`config.mk`:
```
export PLATFORM = sky130hd
export DESIGN_NAME = calc_command_scheduler_flat
export DESIGN_NICKNAME = d
export VERILOG_FILES = /design/src/rtl/calc_command_scheduler_pkg.sv /design/src/rtl/calc_command_scheduler_if.sv /design/src/rtl/calc_command_scheduler_cmd_queue_fifo.sv /design/src/rtl/calc_command_scheduler.sv /design/src/flat_wrapper.sv
export SDC_FILE = /design/constraint.sdc
export NUM_CORES = 1
export LEC_CHECK = 0
export ABC_AREA = 1
export BUFFER_PORTS_ARGS = -buffer_cell sky130_fd_sc_hd__buf_2
export CAP_MARGIN = 40
export CELL_PAD_IN_SITES_DETAIL_PLACEMENT = 0
export CELL_PAD_IN_SITES_GLOBAL_PLACEMENT = 2
export CORE_ASPECT_RATIO = 0.8
export CORE_UTILIZATION = 37
export CTS_CLUSTER_DIAMETER = 50
export CTS_CLUSTER_SIZE = 14
export DETAILED_ROUTE_END_ITERATION = 6
export PLACE_DENSITY = 0.8
export SYNTH_ARGS = -nofsm -noshare
export SYNTH_HDL_FRONTEND = slang
export SYNTH_SLANG_ARGS = --single-unit
```
`constraint.sdc`:
```
create_clock -name clk -period 3.4 [get_ports clk]
set_clock_uncertainty 0.05 [all_clocks]
set_input_delay 0.68 -clock clk [delete_from_list [all_inputs] [get_ports clk]]
set_output_delay 0.68 -clock clk [all_outputs]
set_load 0.01 [all_outputs]
```
`src/rtl/calc_command_scheduler_pkg.sv`:
```
// Shared opcodes, FSM encoding and default parameters for the calculator
// command scheduler.
package calc_command_scheduler_pkg;

  localparam int DEFAULT_DATA_WIDTH   = 10;
  localparam int DEFAULT_QUEUE_DEPTH  = 4;
  localparam int DEFAULT_DONE_TIMEOUT = 1024;

  typedef enum logic [1:0] {
    OP_NONE = 2'b00,
    OP_ADD  = 2'b01,
    OP_SUB  = 2'b10,
    OP_CLR  = 2'b11
  } opcode_t;

  typedef enum logic [1:0] {
    ST_IDLE  = 2'b00,
    ST_ISSUE = 2'b01,
    ST_WAIT  = 2'b10
  } state_t;

endpackage

```
`src/rtl/calc_command_scheduler_if.sv`:
```
// Key-event, command and status bundle between the keypad/calculator side
// (master) and the scheduler (slave).
interface calc_command_scheduler_if #(
  parameter int DATA_WIDTH  = calc_command_scheduler_pkg::DEFAULT_DATA_WIDTH,
  parameter int QUEUE_DEPTH = calc_command_scheduler_pkg::DEFAULT_QUEUE_DEPTH
);
  import calc_command_scheduler_pkg::*;

  logic                           key_add;
  logic                           key_sub;
  logic                           key_clear;
  logic [DATA_WIDTH-1:0]          calc_data;
  logic                           cmd_done;
  logic                           cmd_clear;
  logic                           cmd_compute;
  logic                           cmd_operation;
  logic [DATA_WIDTH-1:0]          cmd_data;
  logic                           busy;
  logic [$clog2(QUEUE_DEPTH):0]   queue_count;
  logic                           drop;
  logic                           timeout_err;

  modport master (
    output key_add, key_sub, key_clear, calc_data, cmd_done,
    input  cmd_clear, cmd_compute, cmd_operation, cmd_data,
           busy, queue_count, drop, timeout_err
  );

  modport slave (
    input  key_add, key_sub, key_clear, calc_data, cmd_done,
    output cmd_clear, cmd_compute, cmd_operation, cmd_data,
           busy, queue_count, drop, timeout_err
  );

endinterface

```
`src/rtl/calc_command_scheduler_cmd_queue_fifo.sv`:
```
// Power-of-two command FIFO with flush; a push during flush lands in slot 0
// so a CLEAR leaves exactly one entry behind.
module cmd_queue_fifo #(
  parameter int WIDTH = 12,
  parameter int DEPTH = 4
) (
  input  logic                   clk,
  input  logic                   reset,
  input  logic                   push,
  input  logic [WIDTH-1:0]       push_data,
  input  logic                   pop,
  input  logic                   flush,
  output logic [WIDTH-1:0]       head_data,
  output logic                   full,
  output logic                   empty,
  output logic [$clog2(DEPTH):0] count
);

  localparam int AW = $clog2(DEPTH);
  localparam int CW = AW + 1;

  logic [WIDTH-1:0] mem [DEPTH];
  logic [AW-1:0]    wr_ptr;
  logic [AW-1:0]    rd_ptr;
  logic             do_push;
  logic             do_pop;

  assign full      = (count == CW'(DEPTH));
  assign empty     = (count == '0);
  assign do_push   = push && (!full || pop || flush);
  assign do_pop    = pop && !empty;
  assign head_data = mem[rd_ptr];

  always_ff @(posedge clk) begin
    if (reset) begin
      wr_ptr <= '0;
      rd_ptr <= '0;
      count  <= '0;
    end else if (flush) begin
      rd_ptr <= '0;
      wr_ptr <= do_push ? AW'(1) : '0;
      count  <= do_push ? CW'(1) : '0;
    end else begin
      if (do_push) wr_ptr <= wr_ptr + AW'(1);
      if (do_pop)  rd_ptr <= rd_ptr + AW'(1);
      case ({do_push, do_pop})
        2'b10:   count <= count + CW'(1);
        2'b01:   count <= count - CW'(1);
        default: count <= count;
      endcase
    end
  end

  always_ff @(posedge clk) begin
    if (!reset && do_push) mem[flush ? '0 : wr_ptr] <= push_data;
  end

endmodule

```
`src/rtl/calc_command_scheduler.sv`:
```
// Turns keypad events into queued calculator commands and issues them one at
// a time, waiting for completion or a timeout.
module calc_command_scheduler
  import calc_command_scheduler_pkg::*;
#(
  parameter int DATA_WIDTH   = DEFAULT_DATA_WIDTH,
  parameter int QUEUE_DEPTH  = DEFAULT_QUEUE_DEPTH,
  parameter int DONE_TIMEOUT = DEFAULT_DONE_TIMEOUT
) (
  input  logic                     clk,
  input  logic                     reset,
  calc_command_scheduler_if.slave  bus
);

  localparam int EW = DATA_WIDTH + 2;
  localparam int CW = $clog2(QUEUE_DEPTH) + 1;
  localparam int TW = $clog2(DONE_TIMEOUT) + 1;

  state_t                state_q, state_d;
  logic [TW-1:0]         timer_q;
  logic [DATA_WIDTH-1:0] data_q;
  logic                  err_q;

  opcode_t               evt_op;
  logic                  evt_drop;
  logic                  push, pop, flush, full, empty;
  logic [EW-1:0]         head;
  logic [CW-1:0]         count;
  opcode_t               head_op;
  logic                  expired;

  // One event per cycle: CLEAR beats SUB beats ADD, losers are dropped.
  always_comb begin
    evt_op   = OP_NONE;
    evt_drop = 1'b0;
    if (bus.key_clear) begin
      evt_op   = OP_CLR;
      evt_drop = bus.key_sub || bus.key_add;
    end else if (bus.key_sub) begin
      evt_op   = OP_SUB;
      evt_drop = bus.key_add;
    end else if (bus.key_add) begin
      evt_op   = OP_ADD;
    end
  end

  assign pop     = !reset && (state_q == ST_ISSUE) && !empty;
  assign flush   = !reset && (evt_op == OP_CLR);
  assign push    = !reset && (evt_op != OP_NONE) && ((evt_op == OP_CLR) || !full || pop);
  assign head_op = opcode_t'(head[EW-1 -: 2]);
  assign expired = (timer_q == TW'(DONE_TIMEOUT - 1));

  cmd_queue_fifo #(
    .WIDTH (EW),
    .DEPTH (QUEUE_DEPTH)
  ) u_queue (
    .clk       (clk),
    .reset     (reset),
    .push      (push),
    .push_data ({evt_op, bus.calc_data}),
    .pop       (pop),
    .flush     (flush),
    .head_data (head),
    .full      (full),
    .empty     (empty),
    .count     (count)
  );

  always_ff @(posedge clk) begin
    if (reset) state_q <= ST_IDLE;
    else       state_q <= state_d;
  end

  always_comb begin
    state_d = state_q;
    case (state_q)
      ST_IDLE:  if (!empty) state_d = ST_ISSUE;
      ST_ISSUE: state_d = ST_WAIT;
      ST_WAIT:  if (bus.cmd_done || expired) state_d = ST_IDLE;
      default:  state_d = ST_IDLE;
    endcase
  end

  // A done pulse on the expiry cycle wins, so no error is flagged then.
  always_ff @(posedge clk) begin
    if (reset) begin
      timer_q <= '0;
      data_q  <= '0;
      err_q   <= 1'b0;
    end else begin
      case (state_q)
        ST_ISSUE: begin
          timer_q <= '0;
          data_q  <= head[DATA_WIDTH-1:0];
          if (head_op == OP_CLR) err_q <= 1'b0;
        end
        ST_WAIT: begin
          timer_q <= timer_q + TW'(1);
          if (expired && !bus.cmd_done) err_q <= 1'b1;
        end
        default: ;
      endcase
    end
  end

  // Strobes and operand come straight from the queue head during ISSUE.
  always_comb begin
    bus.cmd_clear     = 1'b0;
    bus.cmd_compute   = 1'b0;
    bus.cmd_operation = 1'b0;
    bus.cmd_data      = reset ? '0 : data_q;
    if (!reset && state_q == ST_ISSUE) begin
      bus.cmd_data      = head[DATA_WIDTH-1:0];
      bus.cmd_clear     = (head_op == OP_CLR);
      bus.cmd_compute   = (head_op == OP_ADD) || (head_op == OP_SUB);
      bus.cmd_operation = (head_op == OP_SUB);
    end
  end

  assign bus.busy        = !reset && ((state_q != ST_IDLE) || !empty);
  assign bus.queue_count = reset ? '0 : count;
  assign bus.timeout_err = !reset && err_q;
  assign bus.drop        = !reset && (evt_drop ||
                           (((evt_op == OP_ADD) || (evt_op == OP_SUB)) && full && !pop));

endmodule

```
`src/flat_wrapper.sv`:
```
// flat-port wrapper written by rule: the top's interface ports become plain ports
module calc_command_scheduler_flat import calc_command_scheduler_pkg::*;
#(
  parameter int DATA_WIDTH   = DEFAULT_DATA_WIDTH,
  parameter int QUEUE_DEPTH  = DEFAULT_QUEUE_DEPTH,
  parameter int DONE_TIMEOUT = DEFAULT_DONE_TIMEOUT
)
  (clk, reset, bus_key_add, bus_key_sub, bus_key_clear, bus_calc_data, bus_cmd_done, bus_cmd_clear, bus_cmd_compute, bus_cmd_operation, bus_cmd_data, bus_busy, bus_queue_count, bus_drop, bus_timeout_err);
  calc_command_scheduler_if #(.DATA_WIDTH(DATA_WIDTH), .QUEUE_DEPTH(QUEUE_DEPTH)) bus_i ();
  input  logic clk;
  input  logic reset;
  input wire logic [$bits(bus_i.key_add)-1:0] bus_key_add;
  input wire logic [$bits(bus_i.key_sub)-1:0] bus_key_sub;
  input wire logic [$bits(bus_i.key_clear)-1:0] bus_key_clear;
  input wire logic [$bits(bus_i.calc_data)-1:0] bus_calc_data;
  input wire logic [$bits(bus_i.cmd_done)-1:0] bus_cmd_done;
  output wire logic [$bits(bus_i.cmd_clear)-1:0] bus_cmd_clear;
  output wire logic [$bits(bus_i.cmd_compute)-1:0] bus_cmd_compute;
  output wire logic [$bits(bus_i.cmd_operation)-1:0] bus_cmd_operation;
  output wire logic [$bits(bus_i.cmd_data)-1:0] bus_cmd_data;
  output wire logic [$bits(bus_i.busy)-1:0] bus_busy;
  output wire logic [$bits(bus_i.queue_count)-1:0] bus_queue_count;
  output wire logic [$bits(bus_i.drop)-1:0] bus_drop;
  output wire logic [$bits(bus_i.timeout_err)-1:0] bus_timeout_err;
  assign bus_i.key_add = bus_key_add;
  assign bus_i.key_sub = bus_key_sub;
  assign bus_i.key_clear = bus_key_clear;
  assign bus_i.calc_data = bus_calc_data;
  assign bus_i.cmd_done = bus_cmd_done;
  assign bus_cmd_clear = bus_i.cmd_clear;
  assign bus_cmd_compute = bus_i.cmd_compute;
  assign bus_cmd_operation = bus_i.cmd_operation;
  assign bus_cmd_data = bus_i.cmd_data;
  assign bus_busy = bus_i.busy;
  assign bus_queue_count = bus_i.queue_count;
  assign bus_drop = bus_i.drop;
  assign bus_timeout_err = bus_i.timeout_err;
  calc_command_scheduler #(.DATA_WIDTH(DATA_WIDTH), .QUEUE_DEPTH(QUEUE_DEPTH), .DONE_TIMEOUT(DONE_TIMEOUT)) u_core (.clk(clk), .reset(reset), .bus(bus_i));
endmodule
```
==> flow_summary.rst, run 1 <==
.. list-table::
   :header-rows: 1

   * - Metric
     - Value
   * - Status
     - finished, violations left
   * - Violations in the final reports
     - DRC
   * - DRC marker count from the first detailed-route iteration
     - 96
   * - Depth of the CTS H-tree
     - 3
   * - Half-perimeter wire length of the detailed placement result
     - 4770 µm
   * - VDD IR max
     - ~310 µV
   * - Met3 track demand over resource in global routing
     - 0.0468
   * - Synthesis warning total
     - 0
   * - Core box area
     - 9190 µm²
   * - Slew Limit Fails
     - 0
   * - Synthesized netlist net count
     - 390
   * - Average routed wire per standard cell
     - 13.8 µm
   * - Met2 capacity usage during global routing
     - 0.268
   * - Post-route core utilization
     - 0.454
   * - Initial antenna violation count
     - 0
   * - Clock tree from TritonCTS
     - yes
   * - Sequential share of the synthesized area
     - 0.593
   * - Buffer cell driving the clock tree root
     - clkbuf_16
   * - Share of post-route cells with drive strength above 1
     - 0.197
   * - Startpoint of the lowest-slack hold path
     - u_core.timer_q[7]
   * - Unrepaired setup endpoints after global routing
     - no
   * - Area Overhead vs Synth
     - 17.8%
   * - Register Area
     - 2100 µm²
   * - Relative slew slack
     - 0.641
   * - Footprint of the multi-input gates
     - ~1300 µm²
   * - Transition time at the pin with the least slew margin
     - 0.537 ns
   * - Highest net fanout along the worst path
     - 24
   * - Critical Path End Type
     - output pin
   * - WP data arrival
     - about 2.2 ns
   * - Achievable Freq
     - 0.345 GHz
   * - Standard-cell rows
     - 31
   * - Via count
     - 2593
   * - Number of global-route vias before repair
     - 2349
   * - Drc violations
     - 4
   * - Global-route wire length before repair
     - 11500 µm
   * - Antenna diode count
     - 0
   * - Last weighted congestion value of the routability-driven placer
     - 0.719
   * - Vias per inst
     - 4.97
   * - Largest net degree at the start of global routing
     - 31
   * - Grt total ovfl
     - 0
   * - Final critical-path required period
     - slightly below 3 ns
   * - Number of endpoints failing setup at the final stage
     - 0
   * - Number of primary I/O pins
     - 35
   * - Cell area after technology mapping
     - 3540 µm²
   * - Global Route met1 Usage
     - 0.183
   * - Number of nets still failing antenna checks after routing
     - 0
   * - Post-route worst hold slack
     - 0.398 ns
   * - Hold/Removal Path Class
     - reg2reg
   * - Flops & latches, synth
     - slightly above 80
   * - Final wirelength
     - 7220 µm
   * - Crit path launch type
     - flip-flop
   * - Ratio of total power to cell area
     - 656 nW/µm²
   * - Global route hottest layer
     - met2
   * - Number of filler cells placed in the layout
     - 871
   * - Max-cap violations
     - 0
   * - Clock sink count
     - 81
   * - Total clock buffers created by CTS
     - 9
   * - Cells after Synth
     - 362
   * - Worst path most repeated cell
     - inv_2
   * - CP peak stage delay
     - 0.45 ns
   * - CTS Hold Bufs
     - 0
   * - Cell breakdown of the critical path
     - inv_2 -> nand2_1 -> a32oi_1 -> inv_2 -> ha_1 -> nor2_1 -> buf_2
   * - Vertical die dimension
     - roughly 90 µm
   * - Cell count after placement
     - 506
   * - Post-cts resize count
     - 0
   * - Die Outline Area
     - 9980 µm²
   * - Number of buffers inserted by port buffering
     - 34
   * - Number of nets in the final layout
     - 430
   * - Final cell count without fillers
     - 522
   * - Required time at the worst-slack endpoint
     - 2.67 ns
   * - # Post-CTS Setup Buffers
     - 0
   * - Synth Area per Inst
     - 9.79 µm²
   * - Total global routing track utilization
     - 0.154
   * - CTS clk-pin slew, worst paths
     - 0.06 ns
   * - Initial core utilization
     - 0.386
   * - Period Utilization, post-route
     - 0.853
   * - Crit Path Category
     - reg2out
   * - Critical path's slowest cell
     - dfxtp_1
   * - Setup Total Neg Slack
     - 0 ns
   * - Hold Violations, Final
     - 0
   * - FF-to-FF Start
     - u_core.state_q[1]
   * - Drt pass-1 iters
     - 7
   * - Clk Latency, worst-skew pair
     - 0.33 ns
   * - Die W
     - 111 µm
   * - Maximum root-to-sink buffer count
     - 2
   * - Number of distinct standard cells referenced by the synthesized netlist
     - 31
   * - Static leakage
     - 1.63 nW
[metrics by stage]
stage / power, mW / worst slack, ns / cell area (µm²)
2_1_floorplan: 1.58 / 0.796 / 3540
3_3_place_gp: 1.76 / 0.707 / 3860
3_5_place_dp: 1.76 / 0.645 / 3860
4_1_cts: 2.77 / 0.430 / 4180
5_1_grt: 2.88 / 0.266 / 4180
6_report: 2.74 / 0.499 / 4180
[logic make-up after synthesis]
| logic type | share of synthesized area |
|---|---|
| and+or+nand+nor | 0.175 |
| DFF | 0.593 |
| AOI/OAI and AO/OA | 0.139 |
| xor gates and xnor gates | 0.00247 |
| adders and majority gates | 0.0445 |
| buffers and inverters | 0.0466 |
[state kept, by name, indices dropped and copies added, names as in the netlist, named ones only]
register               flops
u_core.u_queue.mem        48
u_core.timer_q            11
u_core.data_q             10
u_core.u_queue.count       3
u_core.state_q             2
u_core.u_queue.rd_ptr      2
u_core.u_queue.wr_ptr      2
u_core.err_q               1
[layer usage]
| metal | vias up | part of all wire |
|---|---|---|
| met5 | - | 0 |
| met4 | 0 | 0.0079 |
| met3 | 5 | 0.044 |
| met2 | 46 | 0.47 |
| met1 | 1212 | 0.47 |
| li1 | 1330 | - |
[report_power, final]
group / leakage (nW) / internal, mW / switching (mW)
Sequential: 0.707 / 1.13 / 0.0339
Clock: 0.144 / 0.638 / 0.365
Combinational: 0.775 / 0.192 / 0.379
[worst max-delay path, delay by kind of cell (launching register included)]
kind / cells / cell delay (ns)
compound gates: 1 / 0.29
fa+ha+maj: 1 / 0.30
flops: 1 / 0.45
buf+inv: 3 / 0.56
simple gates: 2 / 0.23
[cells in the mapped netlist]
cell      number  area, µm²
a32oi_1        1       8.76
inv_2          5       18.8
nor2_2         3       18.8
buf_2          6       30.0
or2_0          1       6.26
nand3_2        1       10.0
nand4_2        2       25.0
nand3_1        7       35.0
nor2_4         3       33.8
nand4_1        2       12.5
fa_1           1       20.0
nor3_2         1       10.0
a21oi_2        2       17.5
xnor2_1        1       8.76
clkbuf_1       6       22.5
a31oi_1       22        138
nand2_4        1       11.3
o21a_1         1       7.51
o32ai_1        1       8.76
nand2_1       34        128
o21ai_1        5       25.0
dfxtp_1       33        661
nand2_2        7       43.8
nor2_1        72        270
ha_1          11        138
inv_1         25       93.8
nor3_1         3       15.0
a21oi_1       18       90.1
edfxtp_1      48       1440
o21ai_0       38        190
o22ai_1        1       6.26
[cell type report]
cell class              count  share of cell area
repair buffers             41              0.0533
clock buffers              10              0.0548
inverters                  30              0.0270
well taps                 115              0.0345
clock inverters             6              0.0198
flip-flops and latches     81               0.503
multi-input cells         239               0.307
[cells in the final DEF, fill, tap and decap left out, types with 11 or more instances in the layout]
| cell type | netlist | layout |
|---|---|---|
| nor2_1 | 72 | 72 |
| edfxtp_1 | 48 | 48 |
| o21ai_0 | 38 | 38 |
| nand2_1 | 34 | 34 |
| buf_2 | 6 | 34 |
| dfxtp_1 | 33 | 33 |
| inv_1 | 25 | 25 |
| a31oi_1 | 22 | 22 |
| a21oi_1 | 18 | 18 |
| ha_1 | 11 | 11 |
[final timing paths]
check                            end  slack (ns)  cells after the start
min reg2reg        u_core.timer_q[7]        0.40                      2
max reg2reg  u_core.u_queue.count[2]        1.20                     11
max                  bus_cmd_compute        0.50                      7
min                u_core.timer_q[7]        0.40                      2
No activity file was read; power rests on OpenSTA's default activity.
==> run 2: changes to the inputs <==
--- a/config.mk
+++ b/config.mk
@@ -15,7 +15,8 @@
 export CTS_CLUSTER_DIAMETER = 50
 export CTS_CLUSTER_SIZE = 14
 export DETAILED_ROUTE_END_ITERATION = 6
-export PLACE_DENSITY = 0.8
+export PLACE_DENSITY = 0.81
 export SYNTH_ARGS = -nofsm -noshare
 export SYNTH_HDL_FRONTEND = slang
+export SYNTH_HIERARCHICAL = 1
 export SYNTH_SLANG_ARGS = --single-unit
==> flow_summary.rst, run 2 <==
.. list-table::
   :header-rows: 1

   * - Metric
     - Value
   * - # Post-CTS Setup Buffers
     - 0
   * - Synthesis warning total
     - 6
   * - Static leakage
     - 1.77 nW
   * - Drc violations
     - 1
   * - Most used cells in the layout excluding fill and tap cells
     - nand2_1, nor2_1, edfxtp_1
   * - Transition time at the pin with the least slew margin
     - 0.644 ns
   * - Fraction of power consumed by the clock network
     - 0.357
   * - Initial antenna violation count
     - 0
   * - Ratio of total power to cell area
     - 587 nW/µm²
   * - Unrepaired setup endpoints after global routing
     - no
   * - Sequential share of the synthesized area
     - 0.588
   * - Number of buffers inserted by port buffering
     - 34
   * - Most common library cell in the layout ignoring fill and taps
     - nand2_1
   * - Max-cap violations
     - 0
   * - Hold Violations, Final
     - 0
   * - Internal power of the cells
     - 1.76 mW
   * - Die Outline Area
     - about 10000 µm²
   * - Part of the power in combinational logic
     - 0.183
   * - Status
     - finished, violations left
   * - Slew Limit Fails
     - 0
   * - Worst Hold Path Cells
     - 2
   * - Number of enable flip-flop cells after synthesis
     - 48
   * - Clock sink count
     - just over 80
   * - Grt total ovfl
     - 0
   * - Global-route wire length before repair
     - 12300 µm
   * - Largest registers
     - u_core/u_queue/mem x48, u_core/timer_q x11, u_core/data_q x10
   * - Top-count cell post-synth
     - nand2_1
   * - Average routed wire per standard cell
     - around 13 µm
   * - Number of nets still failing antenna checks after routing
     - 0
   * - Startpoint of the lowest-slack hold path
     - u_core/timer_q[5]
   * - Hold/Removal Path Class
     - reg2reg
   * - Number of primary I/O pins
     - 35
   * - Achievable Freq
     - 0.353 GHz
   * - Highest net fanout along the worst path
     - 13
   * - Depth of the CTS H-tree
     - 3
   * - Share of synthesized flip-flops with an asynchronous set or reset
     - 0
   * - Drt pass-1 iters
     - 6
   * - Crit path launch type
     - flip-flop
   * - Synthesized netlist net count
     - 408
   * - Clock tree from TritonCTS
     - yes
   * - Cells after Synth
     - 382
   * - Share of post-route cells with drive strength above 1
     - 0.182
   * - Terminus of the critical flop-to-flop path
     - u_core/u_queue/count[2]
   * - Area Overhead vs Synth
     - 17.6%
   * - Total clock buffers created by CTS
     - 9
   * - Critical Path End Type
     - output pin
   * - Power share of the sequential group
     - 0.460
   * - CTS Hold Bufs
     - 0
   * - Core box area
     - 9190 µm²
   * - Period Utilization, post-route
     - 0.834
   * - Worst-case register-to-register setup slack
     - around 0.62 ns
   * - Area share of the leading cell type in the synthesized netlist
     - 0.404
   * - Maximum root-to-sink buffer count
     - 2
   * - Top post-synthesis cells by area
     - edfxtp_1, dfxtp_1, nand2_1, nor2_1, inv_1
   * - Antenna diode count
     - 0
   * - VDD IR max
     - 267 µV
   * - Final wirelength
     - 7360 µm
   * - CTS clk-pin slew, worst paths
     - 0.07 ns
   * - R2R depth
     - 15
   * - Largest net degree at the start of global routing
     - 25
   * - Last weighted congestion value of the routability-driven placer
     - 0.707
   * - Psw
     - 0.706 mW
   * - Switching Fraction
     - 0.287
   * - Number of nets in the final layout
     - 454
   * - Clk Latency, worst-skew pair
     - approximately 0.33 ns
   * - Number of distinct standard cells referenced by the synthesized netlist
     - 34
   * - Relative slew slack
     - 0.568
   * - Most numerous cell types in the synthesized netlist
     - nand2_1, nor2_1, edfxtp_1
   * - DRC marker count from the first detailed-route iteration
     - about 150
   * - Flops & latches, synth
     - 81
   * - Vertical die dimension
     - about 90 µm
   * - WP data arrival
     - 2.10 ns
   * - Post-cts resize count
     - 0
   * - Initial core utilization
     - 0.389
   * - Most used flip-flop cell after synthesis
     - edfxtp_1
   * - Cell area after technology mapping
     - 3570 µm²
   * - Half-perimeter wire length of the detailed placement result
     - 5300 µm
   * - Cell type contributing the most total cell area after synthesis
     - edfxtp_1
   * - Required time at the worst-slack endpoint
     - 2.67 ns
   * - Synth Area per Inst
     - roughly 9.4 µm²
   * - Number of flip-flops under the largest register name
     - 48
   * - FF-to-FF Start
     - u_core/u_queue/count[0]
   * - Hold EP
     - u_core/timer_q[5]
   * - Number of global-route vias before repair
     - 2490
   * - Number of endpoints failing setup at the final stage
     - 0
   * - Crit Path Category
     - reg2out
   * - Buffer cell driving the clock tree root
     - clkbuf_16
   * - Violations in the final reports
     - DRC
   * - Die W
     - ~110 µm
   * - Setup Total Neg Slack
     - 0 ns
   * - Final critical-path required period
     - 2.83 ns
   * - Post-placement setup slack
     - about 0.28 ns
   * - Final Worst Setup Slack
     - 0.566 ns
   * - Number of filler cells placed in the layout
     - 892
   * - Via count
     - roughly 2600
   * - Total global routing track utilization
     - 0.158
   * - Standard-cell rows
     - 31
   * - Top register by number of flip-flops
     - u_core/u_queue/mem
   * - Vias per inst
     - 4.76
run 2: cell count changes after synthesis, sizes merged, moves of 3 or more:
cell   before  now
buf         6    3
nand3       8   23
nor2       78   63
a21oi      20   15
a31oi      22    3
o22ai       1   12
inv        30   45
nand2      42   73
o21ai      43   31
run 2: metrics by stage:
step                      total power [mW]  instances  hold slack [ns]  utilization  area, µm²
after floorplan                       1.46        382            0.384            -       3570
after global placement                1.61        532            0.401        0.427       3930
after detailed placement              1.61        532            0.407        0.427       3930
after CTS                             2.50        548            0.416        0.457       4200
after global routing                  2.60        548            0.423        0.457       4200
final                                 2.46        548            0.415        0.457       4200
run 2: worst max path at each step:
stage                             from                  endpoint  slack, ns  depth (start not counted)
2_1_floorplan              bus_key_sub  u_core/u_queue/mem[2][0]       0.38                         10
3_3_place_gp               bus_key_sub   u_core/u_queue/count[2]       0.35                         16
3_5_place_dp               bus_key_sub   u_core/u_queue/count[2]       0.28                         18
4_1_cts                      flip-flop           bus_cmd_compute       0.53                          7
5_1_grt        u_core/u_queue/count[0]   u_core/u_queue/count[2]       0.29                         15
6_report                     flip-flop           bus_cmd_compute       0.57                          7
run 2: power by group through the flow:
| stage | clock network (mW) | logic (mW) | registers [mW] |
|---|---|---|---|
| 2_1_floorplan | 0 | 0.312 | 1.15 |
| 3_3_place_gp | 0 | 0.457 | 1.15 |
| 3_5_place_dp | 0 | 0.455 | 1.15 |
| 4_1_cts | 0.905 | 0.457 | 1.13 |
| 5_1_grt | 0.948 | 0.512 | 1.14 |
| 6_report | 0.879 | 0.452 | 1.13 |
run 2: final cells by class:
| type | instances | area, µm² | area share |
|---|---|---|---|
| multi-input cells | 246 | 1260 | 0.299 |
| clock inverters | 5 | 40.0 | 0.00953 |
| clock buffers | 11 | 233 | 0.0554 |
| inverters | 45 | 171 | 0.0408 |
| flip-flops and latches | 81 | 2100 | 0.500 |
| well taps | 115 | 144 | 0.0343 |
| repair buffers | 45 | 253 | 0.0602 |
run 2: kinds of logic (layout without fill, tap and decap cells):
logic type | count (synthesis) | after routing | share of synthesized area
AOI/OAI and AO/OA | 65 | 65 | 0.103
xor gates and xnor gates | 1 | 1 | 0.00245
adders and majority gates | 10 | 10 | 0.0371
buffers and inverters | 55 | 106 | 0.0595
DFF | 81 | 81 | 0.588
and+or+nand+nor | 170 | 170 | 0.210
run 2: metal layers:
metal	wire length, µm	part of all wire	GRT usage
met5	0	0	0
met4	48	0.0065	0.0574
met3	297	0.040	0.0438
met2	3180	0.43	0.236
met1	3840	0.52	0.218
run 2: critical path, stage by stage (launching register included):
cell and delay [ns]:
dfxtp_1 0.46, inv_1 0.37, o21ai_0 0.15, o22ai_1 0.20, inv_1 0.07, ha_1 0.29, nor2_1 0.10, buf_2 0.13
==> run 3: changes to the inputs <==
--- a/config.mk
+++ b/config.mk
@@ -5,17 +5,17 @@
 export SDC_FILE = /design/constraint.sdc
 export NUM_CORES = 1
 export LEC_CHECK = 0
-export ABC_AREA = 1
+export ABC_AREA = 0
 export BUFFER_PORTS_ARGS = -buffer_cell sky130_fd_sc_hd__buf_2
 export CAP_MARGIN = 40
 export CELL_PAD_IN_SITES_DETAIL_PLACEMENT = 0
 export CELL_PAD_IN_SITES_GLOBAL_PLACEMENT = 2
 export CORE_ASPECT_RATIO = 0.8
-export CORE_UTILIZATION = 37
+export CORE_UTILIZATION = 36
 export CTS_CLUSTER_DIAMETER = 50
 export CTS_CLUSTER_SIZE = 14
 export DETAILED_ROUTE_END_ITERATION = 6
-export PLACE_DENSITY = 0.81
+export PLACE_DENSITY = 0.76
 export SYNTH_ARGS = -nofsm -noshare
 export SYNTH_HDL_FRONTEND = slang
 export SYNTH_HIERARCHICAL = 1
==> constraint.sdc (replaced) <==
create_clock -name clk -period 2.35 [get_ports clk]
set_clock_uncertainty 0.05 [all_clocks]
set_input_delay 0.47 -clock clk [delete_from_list [all_inputs] [get_ports clk]]
set_output_delay 0.47 -clock clk [all_outputs]
set_load 0.01 [all_outputs]
==> flow_summary.rst, run 3 <==
.. list-table::
   :header-rows: 1

   * - Metric
     - Value
   * - Most used flip-flop cell after synthesis
     - edfxtp_1
   * - Max-cap violations
     - 0
   * - Global-route wire length before repair
     - between 10000 and 15000 µm
   * - Initial antenna violation count
     - 0
   * - Number of primary I/O pins
     - 35
   * - Static leakage
     - 1.75 nW
   * - Core box area
     - 9650 µm²
   * - Area share of the leading cell type in the synthesized netlist
     - 0.403
   * - Total clock buffers created by CTS
     - 9
   * - Most used cells in the layout excluding fill and tap cells
     - edfxtp_1, nor2_1, buf_4
   * - Number of nets in the final layout
     - just under 400
   * - Die W
     - 113 µm
   * - Top post-synthesis cells by area
     - edfxtp_1, dfxtp_1, mux4_2, nor2_1, ha_1
   * - Number of global-route vias before repair
     - roughly 2300
   * - Area Overhead vs Synth
     - 31.5%
   * - Ratio of total power to cell area
     - 836 nW/µm²
   * - Number of buffers inserted by port buffering
     - 34
   * - Psw
     - 1.07 mW
   * - Post-route worst hold slack
     - 0.306 ns
   * - Number of filler cells placed in the layout
     - 870
   * - Share of synthesized flip-flops with an asynchronous set or reset
     - 0
   * - Die Outline Area
     - 10300 µm²
   * - Top-count cell post-synth
     - nor2_1
   * - Power share of the sequential group
     - 0.414
   * - Transition time at the pin with the least slew margin
     - about 0.34 ns
   * - Largest net degree at the start of global routing
     - 30
   * - WP data arrival
     - 1.83 ns
   * - Grt total ovfl
     - 0
   * - Maximum root-to-sink buffer count
     - 2
   * - Crit Path Category
     - reg2out
   * - Antenna diode count
     - 0
   * - Internal power of the cells
     - 2.87 mW
   * - Depth of the CTS H-tree
     - 3
   * - VDD IR max
     - about 420 µV
   * - CTS clk-pin slew, worst paths
     - ~0.06 ns
   * - Vias per inst
     - 4.76
   * - Synthesized netlist net count
     - 311
   * - Crit path launch type
     - flip-flop
   * - Initial core utilization
     - 0.371
   * - Period Utilization, post-route
     - 0.998
   * - Number of endpoints failing setup at the final stage
     - 0
   * - Switching Fraction
     - 0.271
   * - Hold Violations, Final
     - 0
   * - Average routed wire per standard cell
     - 14.2 µm
   * - Buffer cell driving the clock tree root
     - clkbuf_16
   * - Via count
     - 2383
   * - Flops & latches, synth
     - 81
   * - Largest registers
     - u_core/u_queue/mem x48, u_core/timer_q x11, u_core/data_q x10
   * - Synthesis warning total
     - 6
   * - Number of nets still failing antenna checks after routing
     - 0
   * - Required time at the worst-slack endpoint
     - 1.83 ns
   * - Last weighted congestion value of the routability-driven placer
     - 0.739
   * - Top register by number of flip-flops
     - u_core/u_queue/mem
   * - Most common library cell in the layout ignoring fill and taps
     - edfxtp_1
   * - Drt pass-1 iters
     - 4
   * - Unrepaired setup endpoints after global routing
     - yes
   * - Share of post-route cells with drive strength above 1
     - 0.403
   * - Half-perimeter wire length of the detailed placement result
     - 4910 µm
   * - Clock tree from TritonCTS
     - yes
   * - Final critical-path required period
     - between 2 and 2.5 ns
   * - Cell type contributing the most total cell area after synthesis
     - edfxtp_1
   * - Register Area
     - 2110 µm²
   * - Highest net fanout along the worst path
     - 5
   * - Relative slew slack
     - 0.773
   * - Vertical die dimension
     - 91.2 µm
   * - Number of enable flip-flop cells after synthesis
     - 48
   * - DRC marker count from the first detailed-route iteration
     - 133
   * - Status
     - completed
   * - Standard-cell rows
     - 32
   * - Most numerous cell types in the synthesized netlist
     - nor2_1, edfxtp_1, dfxtp_1
   * - Final wirelength
     - 7140 µm
   * - Number of flip-flops under the largest register name
     - 48
   * - Sequential share of the synthesized area
     - 0.587
   * - CTS Hold Bufs
     - 0
   * - Drc violations
     - 0
   * - Achievable Freq
     - 0.426 GHz
   * - Synth Area per Inst
     - about 13 µm²
   * - Cell area after technology mapping
     - 3580 µm²
   * - Part of the power in combinational logic
     - 0.235
   * - Clock sink count
     - 81
   * - Total global routing track utilization
     - 0.151
   * - Cells after Synth
     - 285
   * - Footprint of the multi-input gates
     - 1530 µm²
   * - Clk Latency, worst-skew pair
     - between 0.3 and 0.4 ns
   * - Slew Limit Fails
     - 0
   * - Number of distinct standard cells referenced by the synthesized netlist
     - 51
   * - Post-route core utilization
     - 0.488
   * - Hold/Removal Path Class
     - in2reg
   * - Fraction of power consumed by the clock network
     - 0.351
   * - Critical Path End Type
     - output pin
[run 3: cell count changes in the layout (fill, tap and decap cells not counted), sizes merged, moves of 7 or more]
| cell | before | now |
|---|---|---|
| buf | 45 | 76 |
| nand2 | 73 | 8 |
| nor2 | 63 | 49 |
| o22ai | 12 | 0 |
| nand3 | 23 | 5 |
| mux4 | 0 | 12 |
| mux2i | 0 | 10 |
| xor2 | 0 | 7 |
| inv | 46 | 16 |
| o21ai | 31 | 7 |
[run 3: per-stage QoR]
step | area, µm² | power, mW | worst slack, ns | setup TNS (ns) | cells
final | 4710 | 3.94 | 0.00388 | 0 | 501
after global routing | 4710 | 4.12 | -0.0923 | -0.598 | 501
after CTS | 4530 | 3.80 | -0.0190 | -0.0352 | 492
after detailed placement | 4180 | 2.38 | -0.104 | -1.16 | 473
after global placement | 4180 | 2.38 | -0.0342 | -0.0342 | 473
after floorplan | 3640 | 2.14 | -0.108 | -1.35 | 285
[run 3: cells by family (layout without fill, tap and decap cells)]
logic type                 Yosys count  count (layout)  share of synthesized area
adders and majority gates           10              10                     0.0371
DFF                                 81              81                      0.587
buffers and inverters               26             106                     0.0297
and+or+nand+nor                    103             103                      0.149
xor gates and xnor gates            11              11                     0.0269
muxes                               23              23                      0.107
AOI/OAI and AO/OA                   31              31                     0.0640
[run 3: worst paths after layout]
path	startpoint	end	slack, ns	cells after the start
setup reg to reg	u_core/state_q[1]	u_core/u_queue/count[2]	0.11	13
hold / removal	bus_calc_data[0]	u_core/u_queue/mem[1][0]	0.31	1
setup / recovery	flip-flop	bus_cmd_data[0]	0.004	5
hold reg to reg	u_core/timer_q[1]	u_core/timer_q[1]	0.44	2
[run 3: repair_timing]
action | CTS | global route
pin swaps | 1 | 8
endpoints found under the hold margin | 0 | 0
buffers inserted | 3 | 9
resized for setup | 10 | 28
setup endpoints to repair | 15 | 39
[run 3: power by group through the flow]
stage / logic [mW] / clock network (mW) / registers (mW)
after floorplan: 0.495 / 0 / 1.65
after global placement: 0.736 / 0 / 1.65
after detailed placement: 0.736 / 0 / 1.65
after CTS: 0.772 / 1.41 / 1.62
after global routing: 1.02 / 1.46 / 1.64
final: 0.927 / 1.38 / 1.63
[run 3: area by class of cell]
type                       instances  share of cell area
clock buffer                      10              0.0486
clock inverter                     6              0.0141
inverter                          14              0.0112
multi-input combinational        178               0.325
sequential                        81               0.448
tap                              136              0.0362
timing repair buffer              76               0.117
[run 3: routing by layer]
metal,up-vias,track usage,routed length [µm]
met3,10,0.0360,258
li1,1177,-,-
met2,43,0.231,3160
met4,0,0.0592,107
met5,-,0,0
met1,1153,0.206,3620
[run 3: worst max-delay path: stages, from the launching register on]
cell     delay (ns)
dfxtp_4        0.40
buf_8          0.14
mux4_2         0.55
mux2i_1        0.21
nor2_1         0.06
buf_2          0.14
